$ cat src/rtl/ws2812_pix_if.sv
// Pixel RAM read port between a WS2812 channel and its strip RAM.
// Data returns one cycle after the read enable.
interface ws2812_pix_if #(
   parameter int ADDR_W = 8
);
   logic [ADDR_W-1:0] pix_raddr;
   logic              pix_re;
   logic [23:0]       pix_rdata;

   modport master (
      output pix_raddr,
      output pix_re,
      input  pix_rdata
   );

   modport slave (
      input  pix_raddr,
      input  pix_re,
      output pix_rdata
   );
endinterface

$ cat src/rtl/ws2812_channel_tx.sv
// Single-channel WS2812 serializer: RAM pixels to MSB-first NRZ pulses.
// Each frame ends with a latch gap; done marks the final gap cycle.
module ws2812_channel_tx #(
   parameter int NUM_LEDS = 64,
   parameter int ADDR_W   = 8,
   parameter int T_BIT    = 125,
   parameter int T0H      = 40,
   parameter int T1H      = 80,
   parameter int T_RESET  = 30000
) (
   input  logic         sys_clk,
   input  logic         rst_n,
   input  logic         start,
   ws2812_pix_if.master pix,
   output logic         dout,
   output logic         busy,
   output logic         done
);
   localparam int IDX_W = (NUM_LEDS > 1) ? $clog2(NUM_LEDS) : 1;
   localparam int PH_W  = $clog2(T_BIT);
   localparam int GAP_W = (T_RESET > 1) ? $clog2(T_RESET) : 1;

   localparam logic [IDX_W-1:0] IDX_LAST = IDX_W'(NUM_LEDS - 1);
   localparam logic [PH_W-1:0]  PH_LAST  = PH_W'(T_BIT - 1);
   localparam logic [GAP_W-1:0] GAP_LAST = GAP_W'(T_RESET - 1);
   localparam logic [PH_W-1:0]  HI0      = PH_W'(T0H);
   localparam logic [PH_W-1:0]  HI1      = PH_W'(T1H);

   typedef enum logic [2:0] {
      IDLE,
      FETCH,
      LOAD,
      SEND,
      GAP
   } state_t;

   state_t            state, state_n;
   logic [PH_W-1:0]   phase, phase_n;
   logic [4:0]        bit_cnt, bit_n;
   logic [IDX_W-1:0]  pix_idx, pix_idx_n;
   logic [GAP_W-1:0]  gap_cnt, gap_n;
   logic [23:0]       shift_reg, shift_n;
   logic [23:0]       next_reg, next_n;
   logic [ADDR_W-1:0] raddr_n;
   logic              re_n, dout_n, busy_n, done_n;
   logic [PH_W-1:0]   thr;

   // Next-state, datapath and registered-output values
   always_comb begin
      state_n   = state;
      phase_n   = phase;
      bit_n     = bit_cnt;
      pix_idx_n = pix_idx;
      gap_n     = gap_cnt;
      shift_n   = shift_reg;
      next_n    = next_reg;
      raddr_n   = pix.pix_raddr;
      re_n      = 1'b0;
      thr       = HI0;
      unique case (state)
         IDLE: begin
            if (start) begin
               state_n   = FETCH;
               pix_idx_n = '0;
            end
         end
         FETCH: state_n = LOAD;
         LOAD: begin
            state_n   = SEND;
            shift_n   = pix.pix_rdata;
            phase_n   = '0;
            bit_n     = 5'd23;
            pix_idx_n = '0;
         end
         SEND: begin
            if (bit_cnt == 5'd23 && phase == PH_W'(2))
               next_n = pix.pix_rdata;
            if (phase == PH_LAST) begin
               phase_n = '0;
               if (bit_cnt != 5'd0) begin
                  shift_n = {shift_reg[22:0], 1'b0};
                  bit_n   = bit_cnt - 5'd1;
               end else if (pix_idx != IDX_LAST) begin
                  shift_n   = next_reg;
                  pix_idx_n = pix_idx + IDX_W'(1);
                  bit_n     = 5'd23;
               end else begin
                  state_n = GAP;
                  gap_n   = '0;
               end
            end else begin
               phase_n = phase + PH_W'(1);
            end
         end
         GAP: begin
            if (gap_cnt == GAP_LAST)
               state_n = IDLE;
            else
               gap_n = gap_cnt + GAP_W'(1);
         end
         default: state_n = IDLE;
      endcase

      if (state == IDLE && state_n == FETCH) begin
         re_n    = 1'b1;
         raddr_n = '0;
      end else if (state_n == SEND && bit_n == 5'd23 &&
                   phase_n == PH_W'(1) && pix_idx_n != IDX_LAST) begin
         re_n    = 1'b1;
         raddr_n = ADDR_W'(pix_idx_n) + ADDR_W'(1);
      end

      thr    = shift_n[23] ? HI1 : HI0;
      dout_n = (state_n == SEND) && (phase_n < thr);
      busy_n = (state_n != IDLE);
      done_n = (state_n == GAP) && (gap_n == GAP_LAST);
   end

   // State, counters, shift registers and all outputs
   always_ff @(posedge sys_clk or negedge rst_n) begin
      if (!rst_n) begin
         state         <= IDLE;
         phase         <= '0;
         bit_cnt       <= '0;
         pix_idx       <= '0;
         gap_cnt       <= '0;
         shift_reg     <= '0;
         next_reg      <= '0;
         pix.pix_raddr <= '0;
         pix.pix_re    <= 1'b0;
         dout          <= 1'b0;
         busy          <= 1'b0;
         done          <= 1'b0;
      end else begin
         state         <= state_n;
         phase         <= phase_n;
         bit_cnt       <= bit_n;
         pix_idx       <= pix_idx_n;
         gap_cnt       <= gap_n;
         shift_reg     <= shift_n;
         next_reg      <= next_n;
         pix.pix_raddr <= raddr_n;
         pix.pix_re    <= re_n;
         dout          <= dout_n;
         busy          <= busy_n;
         done          <= done_n;
      end
   end
endmodule

$ cat src/flat_wrapper.sv
// flat-port wrapper written by rule: the top's interface ports become plain ports
module ws2812_channel_tx_flat 
#(
   parameter int NUM_LEDS = 64,
   parameter int ADDR_W   = 8,
   parameter int T_BIT    = 125,
   parameter int T0H      = 40,
   parameter int T1H      = 80,
   parameter int T_RESET  = 30000
)
  (sys_clk, rst_n, start, dout, busy, done, pix_pix_raddr, pix_pix_re, pix_pix_rdata);
  ws2812_pix_if #(.ADDR_W(ADDR_W)) pix_i ();
  input  logic sys_clk;
  input  logic rst_n;
  input  logic start;
  output logic dout;
  output logic busy;
  output logic done;
  output wire logic [$bits(pix_i.pix_raddr)-1:0] pix_pix_raddr;
  output wire logic [$bits(pix_i.pix_re)-1:0] pix_pix_re;
  input wire logic [$bits(pix_i.pix_rdata)-1:0] pix_pix_rdata;
  assign pix_pix_raddr = pix_i.pix_raddr;
  assign pix_pix_re = pix_i.pix_re;
  assign pix_i.pix_rdata = pix_pix_rdata;
  ws2812_channel_tx #(.NUM_LEDS(NUM_LEDS), .ADDR_W(ADDR_W), .T_BIT(T_BIT), .T0H(T0H), .T1H(T1H), .T_RESET(T_RESET)) u_core (.sys_clk(sys_clk), .rst_n(rst_n), .start(start), .pix(pix_i), .dout(dout), .busy(busy), .done(done));
endmodule
$ cat config.mk
export PLATFORM = sky130hd
export DESIGN_NAME = ws2812_channel_tx_flat
export DESIGN_NICKNAME = d
export VERILOG_FILES = /design/src/rtl/ws2812_pix_if.sv /design/src/rtl/ws2812_channel_tx.sv /design/src/flat_wrapper.sv
export SDC_FILE = /design/constraint.sdc
export NUM_CORES = 1
export LEC_CHECK = 0
export ABC_AREA = 1
export CORE_UTILIZATION = 35
export CTS_CLUSTER_DIAMETER = 150
export DETAILED_ROUTE_END_ITERATION = 10
export PLACE_DENSITY = 0.57
export SLEW_MARGIN = 20
export SYNTH_ARGS = -nofsm -noshare
export SYNTH_HDL_FRONTEND = slang
export SYNTH_SLANG_ARGS = --single-unit
$ cat constraint.sdc
create_clock -name sys_clk -period 6.65 [get_ports sys_clk]
set_input_delay 1.995 -clock sys_clk [delete_from_list [all_inputs] [get_ports sys_clk]]
set_output_delay 1.995 -clock sys_clk [all_outputs]
set_load 0.02 [all_outputs]
-- After elaboration in Yosys (flattened, before gate mapping)
Cells that the tools add are included.
- input port bits: 27
- register bits after elaboration: 96
- output and inout port bits: 12
- multiplexer cells: 31
- reduce and logical (&&, ||, !) cells: 14
- $lt $le $gt $ge: 1
- equality and inequality tests: 18
- add/subtract/negate cells: 5
- operators by type and width (operator ; count):
    24-bit two-way mux ; 3
    15-bit two-way mux ; 4
    24-bit case mux with 2 select lines ; 1
    15-bit equality test, second input constant ; 2
    15-bit case mux with 2 select lines ; 1
    6-bit two-way mux ; 4
    6-bit case mux with 3 select lines ; 1
    8-bit two-way mux ; 2
    15-bit by 1-bit adder with 15-bit output, second input constant ; 1
    3-bit two-way mux ; 5
    5-bit two-way mux ; 3
    3-bit case mux with 5 select lines ; 1
    7-bit two-way mux ; 2
    7-bit case mux with 2 select lines ; 1
    6-bit != test, second input constant ; 2
    5-bit equality test, second input constant ; 2
    5-bit case mux with 2 select lines ; 1
    3-bit by 2-bit equality test with 1-bit output, second input constant ; 3
    6-bit by 1-bit adder with 7-bit output, second input constant ; 1
    7-bit by 1-bit adder with 7-bit output, second input constant ; 1
    7-bit by 1-bit equality test with 1-bit output, second input constant ; 1
    7-bit by 2-bit equality test with 1-bit output, second input constant ; 1
    7-bit equality test, second input constant ; 1
    1-bit logical AND ; 7
    other kinds (14) ; 18

-- Longest topological paths before layout
Gate-level depths: netlist of the first run.
- depth in word-level cells: 11
- depth in mapped cells: 18
- gate-level depth less buffers: 17

-- Worst setup path before layout of the first run
Ideal clock, no wire load.
- path kind: input to register
- start point: input port start
- end point: register u_core.pix.pix_raddr[5]
- library setup time: 0.065 ns
- arrival time: 3.262 ns
- buffers on the path: 0
- stages: 13
- slack: 3.323 ns
- required time: 6.585 ns
- cell sequence: nand3_2 > nand2_2 > nand3_1 > nand2_1 > inv_1 > ha_1 > nand2_2 > nor2_4 > nand2_2 > inv_2 > nor2_4 > nand2_1 > nand2_1
- RTL lines (element ; RTL line ; source):
    from (decl) ; flat_wrapper.sv:15 ; input logic start;
    6-bit two-way mux * ; ws2812_channel_tx.sv:62 ; if (start) begin
    6-bit case mux with 3 select lines * ; ws2812_channel_tx.sv:60 ; unique case (state)
    net u_core.pix_idx_n[0] ; ws2812_channel_tx.sv:40 ; logic [IDX_W-1:0] pix_idx, pix_idx_n;
    6-bit by 1-bit adder with 7-bit output / 6-bit != test (equally long branches) ; ws2812_channel_tx.sv:110, ws2812_channel_tx.sv:108 ;
    8-bit two-way mux / 1-bit logical AND (equally long branches) ; ws2812_channel_tx.sv:107, ws2812_channel_tx.sv:108 ;
    8-bit two-way mux / 2-bit nonzero test (equally long branches) ; -- ;
    to (signal assigned) ; ws2812_channel_tx.sv:142 ; pix.pix_raddr <= raddr_n;
    to (decl) ; ws2812_pix_if.sv:11 ; output pix_raddr,
The timed path passes the listed nets; every way through them passes the cells marked *. The select of a mux whose other input is x is not followed.
A chain may end at the register's enable or synchronous reset.

-- Worst setup path after layout of the first run
Ends and elaborated chain as after synthesis.

==> impl_metrics.py, run 1 <==
metrics = {
    "drt": {
        "first_iter_violations": 277,
        "wl_per_cell_um": 14.0,
        "ant_nets": 0,
        "dr_total_vias": 4376,
        "drt_pass1_iterations": 8,
        "drc_errors": 6,
        "routed_via_density": 5.06,
        "wl_um": 12100,
    },
    "sta": {
        "finalSetupTns_ns": 0,
        "slew_headroom_pct": 39.1,
        "worst_pin_slew_ns": 0.912,
        "finalHoldViolations": 0,
        "fin_ws_ns": 2.96,
        "final-setup-viol-count": 0,
        "fin_skew_ns": 0.00906,
        "fmax_mhz": 271,
        "rsz0062_at_grt": "false",
        "slew_viol_final": 0,
        "post-route-min-period_ns": 3.69,
        "min_period_over_period_pct": 55.5,
    },
    "power_and_ir_drop": {
        "p_leak_nw": 2.91,
        "internal_power_mw": 0.917,
        "p_sw_share_pct": 23.4,
        "vdd_ir_drop_max_mv": 0.197,
        "p_seq_share_pct": 50.2,
        "p_comb_share_pct": 4.7,
        "power.total_mw": 1.20,
        "powerDensity_mw_per_mm2": 197,
        "clockPowerShare_pct": 45.2,
        "p_sw_mw": 0.280,
    },
    "critical_path": {
        "r2r_start": "u_core.bit_cnt[0]$_DFF_PN0_",
        "crit_fanout": 10,
        "end_kind": "flip-flop",
        "r2r_cells": 11,
        "required_ns": 6.94,
        "setup.worst_path.end": "u_core.pix.pix_raddr[5]$_DFFE_PN0P_",
        "rrSetupSlack_ns": 3.20,
        "start_kind": "primary input",
        "reg2reg_to": "u_core.dout$_DFF_PN0_",
        "path_class": "in -> reg",
        "cp.arrival_ns": 3.98,
        "critPathLaunch": "start",
    },
    "yosys": {
        "synth_edf_count": 0,
        "synth.cell_area_mm2": 0.00528,
        "synth.avg_cell_area_um2": 8.15,
        "ys_ff_latch": 95,
        "yosys.cell_types.count": 42,
        "syn_inst": 648,
        "ys.flop_type": "dfrtp_1",
        "synth_warnings": 0,
        "yosysSeqAreaShare_pct": 45.0,
        "ys_async_sr_fraction_pct": 100,
        "syn-num-nets": 686,
    },
    "placed_design": {
        "place_ws_ns": 2.57,
        "place.gp.congestion": 0.866,
        "place_inst": 848,
        "hpwl_um": 8130,
        "port_buffers": 37,
        "placed_area_mm2": 0.00578,
    },
    "floorplan": {
        "start_util_pct": 36.0,
        "rows": 44,
        "die_x_um": 125,
        "die_y_um": 125,
        "die-area_mm2": 0.0156,
        "io_pins": 39,
        "core_mm2": 0.0146,
    },
    "global_route": {
        "antenna_found_initial": 0,
        "grt_max_degree": 52,
        "grt_pass1_wl_um": 20700,
        "overflow": 0,
        "grt_usage_pct": 16.5,
        "grt_pass1_vias": 4198,
    },
    "run_status": {
        "status": "complete, but fails checks",
        "violations": "design-rule violations",
    },
    "clock_network": {
        "cts_tree": "yes",
        "path_clk_slew_ns": 0.07,
        "post_cts_resized": 0,
        "post-cts-setup-buffers": 0,
        "cts-root-buf": "clkbuf_16",
        "cts_sinks": 95,
        "cts_buffer_depth": 2,
        "h-tree-depth": 3,
        "clk-insertion-delay-late_ns": 0.35,
        "cts.hold.buffers_added": 0,
        "numCtsBuffers": 9,
    },
    "min_path": {
        "hold_class": "reg -> reg",
    },
    "run": {
        "maxCapViolCount": 0,
    },
    "finish": {
        "synthToLayoutAreaGrowth_pct": 15.2,
        "nets": 713,
        "diodes": 0,
        "nFillCells": 1473,
        "finalNonFillerCells": 864,
        "drive_gt1_share_pct": 11.0,
        "finalInstanceArea_mm2": 0.00608,
    },
}
## cell type report
cell class / instances / area, um^2 / share of cell area, %
multi-input cells: 439 / 2440 / 40.2
flip-flops and latches: 95 / 2380 / 39.1
repair buffers: 39 / 383 / 6.30
inverters: 91 / 342 / 5.62
well taps: 184 / 230 / 3.79
clock buffers: 9 / 225 / 3.70
clock inverters: 7 / 78.8 / 1.30
## worst max-delay path, stage by stage
cell	delay [ns]
clkdlybuf4s50_1	0.49
nand3_2	0.22
nand2_2	0.18
nand3_1	0.09
nand2_1	0.13
inv_1	0.09
ha_1	0.24
nand2_2	0.10
nor2_4	0.04
nand2_2	0.08
inv_2	0.05
nor2_4	0.14
nand2_1	0.07
nand2_1	0.06
## stage by stage
| step | hold slack, ns | util, % |
|---|---|---|
| finish | 0.490 | 41.5 |
| global route | 0.511 | 41.5 |
| CTS | 0.491 | 41.5 |
| detailed placement | 0.473 | 39.4 |
| global placement | 0.467 | 39.4 |
| floorplan | 0.453 | - |
## routing by layer
layer	track usage [%]	wire length (um)
met2	26.5	5600
met3	4.85	588
met5	0	0
met1	21.7	5780
met4	4.38	158
## worst min-delay path by stage
stage                                           from                               end  slack, ns  cells after the start
floorplan             u_core.next_reg[0]$_DFFE_PN0P_    u_core.next_reg[0]$_DFFE_PN0P_       0.45                      2
global placement     u_core.next_reg[12]$_DFFE_PN0P_   u_core.next_reg[12]$_DFFE_PN0P_       0.47                      2
detailed placement   u_core.next_reg[12]$_DFFE_PN0P_   u_core.next_reg[12]$_DFFE_PN0P_       0.47                      2
CTS                  u_core.next_reg[12]$_DFFE_PN0P_   u_core.next_reg[12]$_DFFE_PN0P_       0.49                      2
global route        u_core.shift_reg[21]$_DFFE_PN0P_  u_core.shift_reg[21]$_DFFE_PN0P_       0.51                      2
finish                u_core.next_reg[8]$_DFFE_PN0P_    u_core.next_reg[8]$_DFFE_PN0P_       0.49                      2
## power by group through the flow
stage          Clock [mW]  Combinational, mW  Sequential, mW
6_report            0.541             0.0559           0.601
3_3_place_gp            0             0.0559           0.611
5_1_grt             0.577             0.0641           0.602
2_1_floorplan           0             0.0237           0.610
3_5_place_dp            0             0.0574           0.612
4_1_cts             0.556             0.0575           0.600
## cell families after synthesis
kind of cell,after synthesis,synth area share (%)
AO/OA/AOI/OAI,104,13.3
XOR/XNOR,3,0.498
adder cells (fa/ha/maj),11,2.61
buffers and inverters,114,8.65
flip-flops,95,45.0
other,1,0.0710
AND/OR/NAND/NOR,320,29.9
## Yosys cell counts, types with 2 or more instances
cell      count  share of area [%]
a21oi_1       5               0.47
a21oi_2       2               0.33
a22oi_1      22                3.1
buf_1         4               0.28
buf_2         5               0.47
buf_4         2               0.28
buf_6         2               0.43
clkbuf_1     10               0.71
dfrtp_1      95                 45
ha_1         11                2.6
inv_1        84                6.0
inv_2         6               0.43
nand2_1     154                 11
nand2_2      12                1.4
nand2_4       2               0.43
nand3_1      51                4.8
nand3_2       5               0.95
nand3_4       3                1.0
nand3b_1      4               0.57
nand4_1      15                1.8
nor2_1       47                3.3
nor2_2        9                1.1
nor2_4       10                2.1
nor3_1        3               0.28
nor4_1        2               0.24
o21ai_0      43                4.1
o21ai_2       2               0.33
o221ai_1     23                3.8
xor2_1        2               0.33
## cells in the final DEF (no fill, tap or decap), types with 2 or more instances in the layout
cell type / synthesis / final
a21oi_1: 5 / 5
a21oi_2: 2 / 2
a22oi_1: 22 / 22
buf_4: 2 / 3
clkbuf_16: 0 / 9
clkdlybuf4s50_1: 0 / 36
clkinv_2: 0 / 2
dfrtp_1: 95 / 95
ha_1: 11 / 11
inv_1: 84 / 84
inv_2: 6 / 6
inv_8: 0 / 2
nand2_1: 154 / 154
nand2_2: 12 / 12
nand2_4: 2 / 2
nand3_1: 51 / 51
nand3_2: 5 / 5
nand3_4: 3 / 3
nand3b_1: 4 / 4
nand4_1: 15 / 15
nor2_1: 47 / 47
nor2_2: 9 / 9
nor2_4: 10 / 10
nor3_1: 3 / 3
nor4_1: 2 / 2
o21ai_0: 43 / 43
o21ai_2: 2 / 2
o221ai_1: 23 / 23
xor2_1: 2 / 2
(Power assumes the default switching activity.)
==> run 2: changes to the inputs <==
- clock period: 6.65 -> 3.6 ns (I/O delays scaled with it)
==> run 2 against run 1 <==
Net effect: the flow still finishes with violations (design-rule violations); setup slack lost 2.1 ns; register-to-register slack lost 2.2 ns; clock skew grew 0.0021 ns; critical path depth is the same; critical path type unchanged; largest power group unchanged.
==> impl_metrics.py, run 2 (same netlist as run 1, synthesis figures left out) <==
metrics = {
    "run_status": {
        "status": "complete, but fails checks",
        "violations": "design-rule violations",
    },
    "sta": {
        "post-route-min-period_ns": 2.79,
        "slew_viol_final": 0,
        "min_period_over_period_pct": 77.5,
        "fin_ws_ns": 0.810,
        "fmax_mhz": 358,
        "finalHoldViolations": 0,
        "final-setup-viol-count": 0,
        "rsz0062_at_grt": "false",
        "fin_skew_ns": 0.0112,
        "slew_headroom_pct": 50.9,
        "finalSetupTns_ns": 0,
        "worst_pin_slew_ns": 0.736,
    },
    "drt": {
        "dr_total_vias": 4463,
        "drc_errors": 7,
        "ant_nets": 0,
        "drt_pass1_iterations": 8,
        "first_iter_violations": 258,
        "routed_via_density": 5.14,
        "wl_per_cell_um": 14.3,
        "wl_um": 12400,
    },
    "clock_network": {
        "cts_sinks": 95,
        "cts-root-buf": "clkbuf_16",
        "cts_tree": "yes",
        "path_clk_slew_ns": 0.07,
        "h-tree-depth": 3,
        "clk-insertion-delay-late_ns": 0.35,
        "post_cts_resized": 0,
        "numCtsBuffers": 9,
        "post-cts-setup-buffers": 0,
        "cts_buffer_depth": 2,
        "cts.hold.buffers_added": 0,
    },
    "critical_path": {
        "end_kind": "flip-flop",
        "cp_slowest_cell": "clkdlybuf4s50_1",
        "required_ns": 3.89,
        "start_kind": "primary input",
        "cp.arrival_ns": 3.08,
        "rrSetupSlack_ns": 0.97,
        "path_class": "in -> reg",
        "crit_buf_inv": 3,
        "crit_fanout": 10,
        "critical_path.top_delay_family": "simple AND/OR/NAND/NOR gates",
        "slowest_delay_ns": 0.48,
        "worstPathCellList": "clkdlybuf4s50_1 > nand3_2 > nand2_2 > nand3_1 > nand2_1 > inv_1 > ha_1 > nand2_2 > nor2_4 > nand2_2 > inv_2 > nor2_4 > nand2_1 > nand2_1",
    },
    "floorplan": {
        "start_util_pct": 36.0,
        "core_mm2": 0.0146,
        "io_pins": 39,
        "rows": 44,
        "die-area_mm2": 0.0156,
        "die_y_um": 125,
        "die_x_um": 125,
    },
    "finish": {
        "final_cell_mix": "nand2_1 (154), dfrtp_1 (95), inv_1 (84)",
        "final_common_cell": "nand2_1",
        "diodes": 0,
        "drive_gt1_share_pct": 11.3,
        "synthToLayoutAreaGrowth_pct": 16.1,
        "nFillCells": 1503,
        "nets": 718,
    },
    "power_and_ir_drop": {
        "clockPowerShare_pct": 46.1,
        "p_comb_share_pct": 4.6,
        "p_seq_share_pct": 49.3,
        "p_sw_mw": 0.494,
        "p_sw_share_pct": 21.9,
        "vdd_ir_drop_max_mv": 0.273,
        "p_leak_nw": 2.94,
        "internal_power_mw": 1.76,
        "powerDensity_mw_per_mm2": 367,
    },
    "min_path": {
        "hold_class": "reg -> reg",
    },
    "placed_design": {
        "place_ws_ns": 0.447,
        "port_buffers": 37,
        "hpwl_um": 8340,
        "place.gp.congestion": 0.863,
    },
    "global_route": {
        "grt_pass1_vias": 4427,
        "grt_pass1_wl_um": 21600,
        "antenna_found_initial": 0,
        "grt_max_degree": 79,
        "overflow": 0,
        "grt_usage_pct": 17.1,
    },
    "run": {
        "maxCapViolCount": 0,
    },
}
## run 2: cell count changes in the layout (fill, tap and decap cells not counted), sizes merged
cell	previous run	this run
buf	3	8
bufinv	1	2
clkbuf	9	11
clkinv	3	2
clkinvlp	1	0
inv	93	91
## run 2: power by group through the flow
stage | clock [mW] | sequential, mW | combinational, mW
2_1_floorplan | 0 | 1.13 | 0.0438
3_3_place_gp | 0 | 1.13 | 0.104
3_5_place_dp | 0 | 1.13 | 0.107
4_1_cts | 1.07 | 1.11 | 0.108
5_1_grt | 1.11 | 1.11 | 0.121
6_report | 1.04 | 1.11 | 0.105
## run 2: per-layer routing
| metal | GRT usage [%] | part of all wire [%] | vias up |
|---|---|---|---|
| met3 | 4.55 | 4.7 | 10 |
| met1 | 22.4 | 47 | 2128 |
| li1 | - | - | 2200 |
| met5 | 0 | 0 | - |
| met4 | 4.45 | 0.95 | 0 |
| met2 | 28.1 | 47 | 125 |
## run 2: path summary, 6_finish.rpt
path / startpoint / end / cells past startpoint
worst max-delay path: start / u_core.pix.pix_raddr[3]$_DFFE_PN0P_ / 14
worst min-delay path: u_core.next_reg[19]$_DFFE_PN0P_ / u_core.next_reg[19]$_DFFE_PN0P_ / 2
worst max register to register: u_core.bit_cnt[0]$_DFF_PN0_ / u_core.pix.pix_raddr[5]$_DFFE_PN0P_ / 15
worst min register to register: u_core.next_reg[19]$_DFFE_PN0P_ / u_core.next_reg[19]$_DFFE_PN0P_ / 2
max in group asynchronous: rst_n / u_core.busy$_DFF_PN0_ / 2
min in group asynchronous: rst_n / u_core.phase[1]$_DFF_PN0_ / 1
## run 2: tightest hold or removal path, stage by stage (launching register included)
cell and delay, ns:
dfrtp_1 0.34, nand2_1 0.05, o21ai_0 0.06
## run 2: stage by stage
| stage | hold slack (ns) | instances | power [mW] | util, % | cell area (um^2) |
|---|---|---|---|---|---|
| 6_report | 0.487 | 868 | 2.25 | 41.9 | 6130 |
| 5_1_grt | 0.513 | 868 | 2.34 | 41.9 | 6130 |
| 4_1_cts | 0.492 | 868 | 2.29 | 41.8 | 6130 |
| 3_5_place_dp | 0.474 | 853 | 1.24 | 39.7 | 5810 |
| 3_3_place_gp | 0.469 | 853 | 1.23 | 39.7 | 5810 |
| 2_1_floorplan | 0.453 | 648 | 1.17 | - | 5280 |
## run 2: cell type report
| class | instances | area [um^2] | area share, % |
|---|---|---|---|
| clock buffer | 11 | 233 | 3.80 |
| inverter | 91 | 342 | 5.57 |
| clock inverter | 4 | 80.1 | 1.31 |
| sequential | 95 | 2380 | 38.8 |
| multi-input combinational | 439 | 2440 | 39.9 |
| timing repair buffer | 44 | 424 | 6.92 |
| tap | 184 | 230 | 3.76 |
==> run 3: changes to the inputs <==
- clock period: 3.6 -> 2.6 ns (I/O delays scaled with it)
==> run 3 against run 2 <==
Net effect: the flow still finishes with violations (design-rule violations); routed wire length about the same; sequential power increased by 39%; cell count is 2.2% higher; clock power increased by 26%; total power rose by 33%.
==> impl_metrics.py, run 3 (same netlist as run 1, synthesis figures left out) <==
metrics = {
    "critical_path": {
        "cp.arrival_ns": 2.60,
        "crit_fanout": 6,
        "path_class": "reg -> reg",
        "end_kind": "flip-flop",
        "start_kind": "flip-flop",
        "required_ns": 2.84,
    },
    "clock_network": {
        "clk-insertion-delay-late_ns": 0.35,
        "cts_sinks": 95,
        "cts-root-buf": "clkbuf_16",
        "h-tree-depth": 3,
        "path_clk_slew_ns": 0.07,
        "numCtsBuffers": 9,
        "cts_tree": "yes",
        "cts_buffer_depth": 2,
        "cts.hold.buffers_added": 0,
    },
    "finish": {
        "drive_gt1_share_pct": 13.9,
        "final_cell_mix": "nand2_1 (154), dfrtp_1 (95), inv_1 (84)",
        "final_util_pct": 42.7,
        "nFillCells": 1468,
        "final_common_cell": "nand2_1",
        "synthToLayoutAreaGrowth_pct": 18.4,
        "multi_input_area_mm2": 0.00245,
        "nets": 736,
        "register_area_mm2": 0.00238,
        "diodes": 0,
    },
    "placed_design": {
        "place.gp.congestion": 0.864,
        "port_buffers": 37,
        "hpwl_um": 8500,
    },
    "global_route": {
        "antenna_found_initial": 0,
        "overflow": 0,
        "grt_pass1_wl_um": 20900,
        "grt_pass1_vias": 4319,
        "grt_max_degree": 53,
        "grt_usage_pct": 16.7,
    },
    "sta": {
        "post-route-min-period_ns": 2.35,
        "min_period_over_period_pct": 90.6,
        "slew_viol_final": 0,
        "fmax_mhz": 425,
        "final-setup-viol-count": 0,
        "whs_ns": 0.382,
        "finalHoldViolations": 0,
        "finalSetupTns_ns": 0,
        "fin_skew_ns": 0.00840,
    },
    "floorplan": {
        "die_y_um": 125,
        "rows": 44,
        "die_x_um": 125,
        "core_mm2": 0.0146,
        "io_pins": 39,
        "start_util_pct": 36.0,
        "die-area_mm2": 0.0156,
    },
    "power_and_ir_drop": {
        "p_sw_mw": 0.712,
        "p_leak_nw": 3.01,
        "clockPowerShare_pct": 43.8,
        "internal_power_mw": 2.29,
        "p_seq_share_pct": 51.3,
        "power.total_mw": 3.00,
        "vdd_ir_drop_max_mv": 0.417,
        "p_sw_share_pct": 23.8,
        "p_comb_share_pct": 4.9,
        "powerDensity_mw_per_mm2": 479,
    },
    "drt": {
        "first_iter_violations": 208,
        "ant_nets": 0,
        "drc_errors": 7,
        "wl_um": 12400,
        "dr_total_vias": 4512,
        "routed_via_density": 5.09,
        "drt_pass1_iterations": 8,
        "wl_per_cell_um": 14.0,
    },
    "min_path": {
        "hold_class": "in -> async",
    },
    "run_status": {
        "status": "complete, but fails checks",
        "violations": "design-rule violations",
    },
    "run": {
        "maxCapViolCount": 0,
    },
}
-- run 3: routing by layer --
metal / global-route usage [%] / up-vias / wire, um
met1: 21.8 / 2141 / 5860
met5: 0 / - / 0
met2: 27.0 / 118 / 5790
met3: 3.99 / 7 / 618
li1: - / 2246 / -
met4: 5.52 / 0 / 114
-- run 3: what timing repair did --
| action | 4_1_cts | 5_1_grt |
|---|---|---|
| setup endpoints to repair | 0 | 8 |
| buffers inserted | 0 | 7 |
| resized for setup | 0 | 1 |
-- run 3: final cells by class --
type	instances	share of cell area [%]
repair buffers	61	8.97
flip-flops and latches	95	38.0
multi-input cells	440	39.2
inverters	91	5.46
well taps	184	3.68
clock inverters	5	0.740
clock buffers	11	3.88
-- run 3: power groups by stage --
stage | combinational [mW] | sequential (mW) | clock, mW
final | 0.148 | 1.54 | 1.31
after global placement | 0.148 | 1.56 | 0
after CTS | 0.152 | 1.54 | 1.36
after global routing | 0.170 | 1.54 | 1.42
after floorplan | 0.0607 | 1.56 | 0
after detailed placement | 0.152 | 1.56 | 0
-- run 3: worst paths after layout --
path | start | end | slack [ns] | cells past startpoint
setup / recovery | u_core.phase[0]$_DFF_PN0_ | u_core.dout$_DFF_PN0_ | 0.25 | 15
hold / removal | rst_n | u_core.phase[6]$_DFF_PN0_ | 0.38 | 1
setup reg to reg | u_core.phase[0]$_DFF_PN0_ | u_core.dout$_DFF_PN0_ | 0.25 | 15
hold reg to reg | u_core.next_reg[13]$_DFFE_PN0P_ | u_core.next_reg[13]$_DFFE_PN0P_ | 0.49 | 2
max in group asynchronous | rst_n | u_core.gap_cnt[2]$_DFF_PN0_ | 1.60 | 2
min in group sys_clk | u_core.next_reg[13]$_DFFE_PN0P_ | u_core.next_reg[13]$_DFFE_PN0P_ | 0.49 | 2
-- run 3: stage by stage --
stage / cell area [um^2] / worst slack [ns] / instances
3_3_place_gp: 5900 / 0.0581 / 863
6_report: 6250 / 0.245 / 887
3_5_place_dp: 5900 / 0.0113 / 863
2_1_floorplan: 5280 / 0.409 / 648
5_1_grt: 6250 / -0.0342 / 887
4_1_cts: 6190 / 0.181 / 879
-- run 3: critical path, cell delays in order, from the launching register on --
cell	delay (ns)
dfrtp_1	0.43
inv_1	0.11
ha_1	0.19
inv_1	0.08
nor2_4	0.12
nand2_4	0.12
nor2_2	0.21
nand3_1	0.10
nand2_1	0.07
inv_1	0.04
o211ai_1	0.14
inv_1	0.10
ha_1	0.28
o21ai_0	0.08
a21oi_1	0.13
nor2_1	0.05
